[src/rtl/i2c_slave_rx.sv]
`timescale 1ns/1ps
// Write-only I2C slave: detects START/STOP, ACKs its own write address, deserialises data bytes.
// Latency: bus events act 3 clk after the raw pin edge; rx_valid/rx_data 3 clk after the 8th SCL rise.
// Backpressure: none; rx_valid is a one-cycle strobe and the slave never stretches SCL.
module i2c_slave_rx #(
    parameter logic [6:0] SLAVE_ADDR = 7'h50
) (
    input  logic       clk,
    input  logic       rst,
    input  logic       scl,
    input  logic       sda_in,
    output logic       sda_pull_low,
    output logic [7:0] rx_data,
    output logic       rx_valid,
    output logic       addr_match,
    output logic       stop_seen,
    output logic [7:0] byte_count
);

    typedef enum logic [2:0] {
        S_IDLE,
        S_ADDR,
        S_ADDR_ACK,
        S_DATA,
        S_DATA_ACK,
        S_IGNORE
    } state_t;

    // Synchroniser chain: _m metastable stage, _s synchronised, _p previous for edge detection.
    logic scl_m_q, scl_s_q, scl_p_q, scl_m_d, scl_s_d, scl_p_d;
    logic sda_m_q, sda_s_q, sda_p_q, sda_m_d, sda_s_d, sda_p_d;

    state_t     state_q, state_d;
    logic [2:0] bit_cnt_q, bit_cnt_d;
    logic [6:0] shift_q, shift_d;       // bits already received in the current byte
    logic       pull_q, pull_d;
    logic [7:0] rx_data_q, rx_data_d;
    logic       rx_valid_q, rx_valid_d;
    logic       addr_match_q, addr_match_d;
    logic       stop_seen_q, stop_seen_d;
    logic [7:0] byte_count_q, byte_count_d;

    logic       scl_rise, scl_fall, start_ev, stop_ev;
    logic [7:0] byte_in;

    // Synchroniser next values: shift the raw pins one stage per clock.
    always_comb begin
        scl_m_d = scl;
        scl_s_d = scl_m_q;
        scl_p_d = scl_s_q;
        sda_m_d = sda_in;
        sda_s_d = sda_m_q;
        sda_p_d = sda_s_q;
    end

    // Bus events; START/STOP qualify on the current synchronised SCL level.
    always_comb begin
        scl_rise = scl_s_q & ~scl_p_q;
        scl_fall = ~scl_s_q & scl_p_q;
        start_ev = scl_s_q & sda_p_q & ~sda_s_q;
        stop_ev  = scl_s_q & ~sda_p_q & sda_s_q;
        byte_in  = {shift_q, sda_s_q};
    end

    // Protocol FSM: START/STOP first, then SCL-edge processing per state.
    always_comb begin
        state_d      = state_q;
        bit_cnt_d    = bit_cnt_q;
        shift_d      = shift_q;
        pull_d       = 1'b0;
        rx_data_d    = rx_data_q;
        rx_valid_d   = 1'b0;
        addr_match_d = addr_match_q;
        stop_seen_d  = 1'b0;
        byte_count_d = byte_count_q;

        if (start_ev) begin
            state_d      = S_ADDR;
            bit_cnt_d    = 3'd0;
            shift_d      = 7'd0;
            byte_count_d = 8'd0;
            addr_match_d = 1'b0;
        end else if (stop_ev) begin
            state_d      = S_IDLE;
            bit_cnt_d    = 3'd0;
            shift_d      = 7'd0;
            addr_match_d = 1'b0;
            stop_seen_d  = 1'b1;
        end else begin
            case (state_q)
                S_IDLE: begin
                    bit_cnt_d = 3'd0;
                    shift_d   = 7'd0;
                end
                S_ADDR: begin
                    if (scl_rise) begin
                        shift_d = byte_in[6:0];
                        if (bit_cnt_q == 3'd7) begin
                            bit_cnt_d = 3'd0;
                            if (byte_in[7:1] == SLAVE_ADDR && !byte_in[0]) begin
                                state_d      = S_ADDR_ACK;
                                addr_match_d = 1'b1;
                            end else begin
                                state_d = S_IGNORE;
                            end
                        end else begin
                            bit_cnt_d = bit_cnt_q + 3'd1;
                        end
                    end
                end
                S_ADDR_ACK, S_DATA_ACK: begin
                    // First fall (end of bit 8) grabs SDA, second fall (end of bit 9) lets go.
                    pull_d = pull_q;
                    if (scl_fall) begin
                        if (!pull_q) begin
                            pull_d = 1'b1;
                        end else begin
                            pull_d    = 1'b0;
                            state_d   = S_DATA;
                            bit_cnt_d = 3'd0;
                        end
                    end
                end
                S_DATA: begin
                    if (scl_rise) begin
                        shift_d = byte_in[6:0];
                        if (bit_cnt_q == 3'd7) begin
                            bit_cnt_d  = 3'd0;
                            rx_data_d  = byte_in;
                            rx_valid_d = 1'b1;
                            if (byte_count_q != 8'hFF) begin
                                byte_count_d = byte_count_q + 8'd1;
                            end
                            state_d = S_DATA_ACK;
                        end else begin
                            bit_cnt_d = bit_cnt_q + 3'd1;
                        end
                    end
                end
                S_IGNORE: begin
                    bit_cnt_d = 3'd0;
                end
                default: begin
                    state_d = S_IDLE;
                end
            endcase
        end
    end

    // State and output registers; synchronisers reset to the idle-bus level.
    always_ff @(posedge clk) begin
        if (rst) begin
            scl_m_q      <= 1'b1;
            scl_s_q      <= 1'b1;
            scl_p_q      <= 1'b1;
            sda_m_q      <= 1'b1;
            sda_s_q      <= 1'b1;
            sda_p_q      <= 1'b1;
            state_q      <= S_IDLE;
            bit_cnt_q    <= 3'd0;
            shift_q      <= 7'd0;
            pull_q       <= 1'b0;
            rx_data_q    <= 8'h00;
            rx_valid_q   <= 1'b0;
            addr_match_q <= 1'b0;
            stop_seen_q  <= 1'b0;
            byte_count_q <= 8'd0;
        end else begin
            scl_m_q      <= scl_m_d;
            scl_s_q      <= scl_s_d;
            scl_p_q      <= scl_p_d;
            sda_m_q      <= sda_m_d;
            sda_s_q      <= sda_s_d;
            sda_p_q      <= sda_p_d;
            state_q      <= state_d;
            bit_cnt_q    <= bit_cnt_d;
            shift_q      <= shift_d;
            pull_q       <= pull_d;
            rx_data_q    <= rx_data_d;
            rx_valid_q   <= rx_valid_d;
            addr_match_q <= addr_match_d;
            stop_seen_q  <= stop_seen_d;
            byte_count_q <= byte_count_d;
        end
    end

    assign sda_pull_low = pull_q;
    assign rx_data      = rx_data_q;
    assign rx_valid     = rx_valid_q;
    assign addr_match   = addr_match_q;
    assign stop_seen    = stop_seen_q;
    assign byte_count   = byte_count_q;

endmodule

[config.mk]
export PLATFORM = sky130hd
export DESIGN_NAME = i2c_slave_rx
export DESIGN_NICKNAME = d
export VERILOG_FILES = /design/src/rtl/i2c_slave_rx.sv
export SDC_FILE = /design/constraint.sdc
export NUM_CORES = 1
export LEC_CHECK = 0
export ABC_AREA = 1
export BUFFER_PORTS_ARGS = -buffer_cell sky130_fd_sc_hd__buf_2
export CAP_MARGIN = 0
export CORE_UTILIZATION = 50
export DETAILED_ROUTE_END_ITERATION = 6
export PLACE_DENSITY_LB_ADDON = 0.08
export SLEW_MARGIN = 25
export SYNTH_ARGS = -nofsm -noshare
export SYNTH_HDL_FRONTEND = slang
export SYNTH_SLANG_ARGS = --single-unit
[constraint.sdc]
create_clock -name clk -period 1.2 [get_ports clk]
set_input_delay 0.24 -clock clk [delete_from_list [all_inputs] [get_ports clk]]
set_output_delay 0.24 -clock clk [all_outputs]
set_load 0.005 [all_outputs]
==> flow_summary.toml <==
[timing]
whs_ns = 0.0700
period_needed_ns = 1.49
period_share_pct = 124
slew-limit-headroom_pct = 81.9
rsz0062_at_grt = "yes"
setup_viol = 30
worst_slew_pin_slew_ns = 0.270
finClkSkew_ns = 0.0137
fin_ws_ns = -0.291
hold_violations = 0
slew_violations = 0
fmax_ghz = 0.670

[synth]
synth.avg_cell_area_sq_um = 7.10
synth_nets = 249
yosys-top-cells-area = "dfxtp_1, nand2_1, a21oi_1"
synth_top_cell_by_area = "dfxtp_1"
seq_area_frac_synth_pct = 45.4
netlist_instances = 242
synthArstFlopShare_pct = 0
synth-edff-count = 0
ys_warn_count = 0
synth_top_cell_area_share_pct = 45.4
netlist_top_cells_count = "nand2_1, dfxtp_1, nor2_1"
synthFlopType = "dfxtp_1"
yosysUniqueCellTypes = 23
syn_area_sq_um = 1720
ys_ff_latch = 39
synth_most_common_cell = "nand2_1"

[critical_path]
critPathMaxFanout = 8
cp_num_buf_inv = 1
cp_top_family = "simple AND/OR/NAND/NOR gates"
crit_chain = "ha_4, ha_4, nand2_4, nor2_4, inv_2, nor2_4, nand2_1, a21oi_1"
r2r-end = "byte_count[7]$_SDFFE_PP0P_"
crit_arrival_ns = 1.78
ff2ff_path_depth = 8
cpMaxStageDelayCell = "dfxtp_2"
slowest_delay_ns = 0.37
cp.required_ns = 1.49
reg2reg_from = "bit_cnt_q[1]$_SDFFE_PP0P_"
critPathKind = "reg -> reg"
critPathLaunchType = "flop"
reg2reg_slack_ns = -0.29
path_depth = 8
crit_path_end_kind = "flop"

[routing]
via_per_inst = 5.19
drc = 0
drt_iter0_drc = 79
via_count = 1899
dr.pass1.iters = 4
wl_um = 5110
post_drt_wl_per_cell_um = 14.0
final_antenna_net_count = 0

[outcome]
failed_checks = "setup timing"
status = "finished, violations left"

[die]
floorplan.initialDensity_pct = 54.5
design.core.area_sq_um = 3150
dieArea_sq_um = 3670
die_h_um = 60.6
fp-row-count = 20
ios = 24
die-width_um = 60.6

[placed_design]
gp_congestion = 0.901
port_buffers = 23
dp_hpwl_um = 2960

[global_route]
grt_max_degree = 12
first_global_vias = 1705
track_usage_pct = 27.4
grt_first_pass_wirelength_um = 7290
grt_overflow_total = 0
antenna_found_initial = 0

[cts]
insertion_delay_ns = 0.35
clock_sinks = 39
cts_tree = "built"
cts_buffer_depth = 2
cts_buffers = 5
htree_num_levels = 2
path_clk_slew_ns = 0.12
root_buffer = "clkbuf_4"
ctsHoldBuffers = 0

[pwr]
finalPower_w = 0.00494
ir_drop_mv = 1.31
p_leak_nw = 1.26
power_density_nw_per_um2 = 1810

[final_layout]
utilization_pct = 86.3
insertedDiodeCount = 0
drive_gt1_share_pct = 50.3
final_nets = 328
fillers = 182
area_growth_pct = 58.3

[min_path]
hold-path-cell-count = 2
hold_start = "scl"
hp-class = "in -> reg"
hold_end = "scl_m_q$_SDFF_PP1_"

[flow_run]
drv_cap = 0
==> flip-flops by register name, summed over array words and instances (netlist names) <==
register      flops
sda_m_q           1
scl_m_q           1
state_q           3
sda_pull_low      1
rx_data           8
scl_p_d           1
byte_count        8
sda_p_d           1
shift_q           7
bit_cnt_q         3
stop_seen         1
sda_p_q           1
rx_valid          1
scl_p_q           1
addr_match        1
==> area by class of cell <==
type                            count  area, sq um  area share [%]
Clock buffer                        7         45.0            1.66
Multi-Input combinational cell    178         1120            41.1
Clock inverter                      1         5.00           0.184
Inverter                           22         97.6            3.59
Sequential cell                    39          808            29.7
Tap cell                           44         55.1            2.02
Timing Repair Buffer               75          591            21.7
==> how the worst max path moves through the flow <==
| stage | to | slack [ns] | startpoint |
|---|---|---|---|
| floorplan | byte_count[0]$_SDFFE_PP0P_ | -0.07 | bit_cnt_q[1]$_SDFFE_PP0P_ |
| global placement | byte_count[0]$_SDFFE_PP0P_ | -0.16 | bit_cnt_q[1]$_SDFFE_PP0P_ |
| detailed placement | byte_count[0]$_SDFFE_PP0P_ | -0.24 | bit_cnt_q[1]$_SDFFE_PP0P_ |
| CTS | byte_count[1]$_SDFFE_PP0P_ | -0.21 | bit_cnt_q[1]$_SDFFE_PP0P_ |
| global route | byte_count[7]$_SDFFE_PP0P_ | -0.41 | bit_cnt_q[1]$_SDFFE_PP0P_ |
| finish | byte_count[7]$_SDFFE_PP0P_ | -0.29 | bit_cnt_q[1]$_SDFFE_PP0P_ |
==> metal layers <==
layer  share of wire, %  global-route usage, %  up-vias
met1                 42                   32.0      901
li1                   -                      -      935
met5                  0                      0        -
met3                4.9                   6.18       10
met2                 51                   49.6       53
met4                1.3                   8.44        0
==> power breakdown <==
part           internal [W]  leakage, nW  switching, W  total, W
registers           0.00152        0.322      0.000221   0.00174
logic               0.00106        0.910       0.00148   0.00254
clock network      0.000229       0.0293      0.000426  0.000654
==> worst reg2reg max path, delay by kind of cell (launching register included) <==
family / cells / cell delay, ns
adders and majority gates: 2 / 0.30
buffers and inverters: 1 / 0.07
and+or+nand+nor: 4 / 0.54
DFF: 1 / 0.37
AOI/OAI and AO/OA: 1 / 0.14
==> logic make-up after synthesis <==
kind of cell / Yosys count / share of synthesized area (%)
AOI/OAI and AO/OA: 38 / 11.5
buffers and inverters: 26 / 6.05
and+or+nand+nor: 129 / 31.2
DFF: 39 / 45.4
xor gates and xnor gates: 7 / 3.57
adders and majority gates: 3 / 2.19
==> placed cells by master, fill, tap and decap left out, drive strengths merged, types with 4 or more instances in the layout <==
cell type / synthesis / final
clkbuf: 1 / 7
buf: 3 / 75
nand2: 80 / 81
nor2: 30 / 30
nand4: 4 / 4
dfxtp: 39 / 39
or2: 4 / 4
a21oi: 23 / 23
xor2: 4 / 4
nand3: 7 / 7
inv: 22 / 21
o21ai: 13 / 13
==> through the flow <==
stage               cells  setup slack [ns]  setup TNS (ns)  area [sq um]
global route          366            -0.405           -7.40          2720
global placement      346            -0.162           -3.00          2230
detailed placement    346            -0.244           -3.91          2230
floorplan             242           -0.0717          -0.625          1770
CTS                   360            -0.209           -3.73          2480
finish                366            -0.291           -5.13          2720
==> timing repair <==
action	CTS	global route
resized for setup	54	58
pin swaps	14	20
endpoints found under the setup margin	33	39
gates cloned	2	0
buffers inserted	5	7
(Power assumes the default switching activity.)
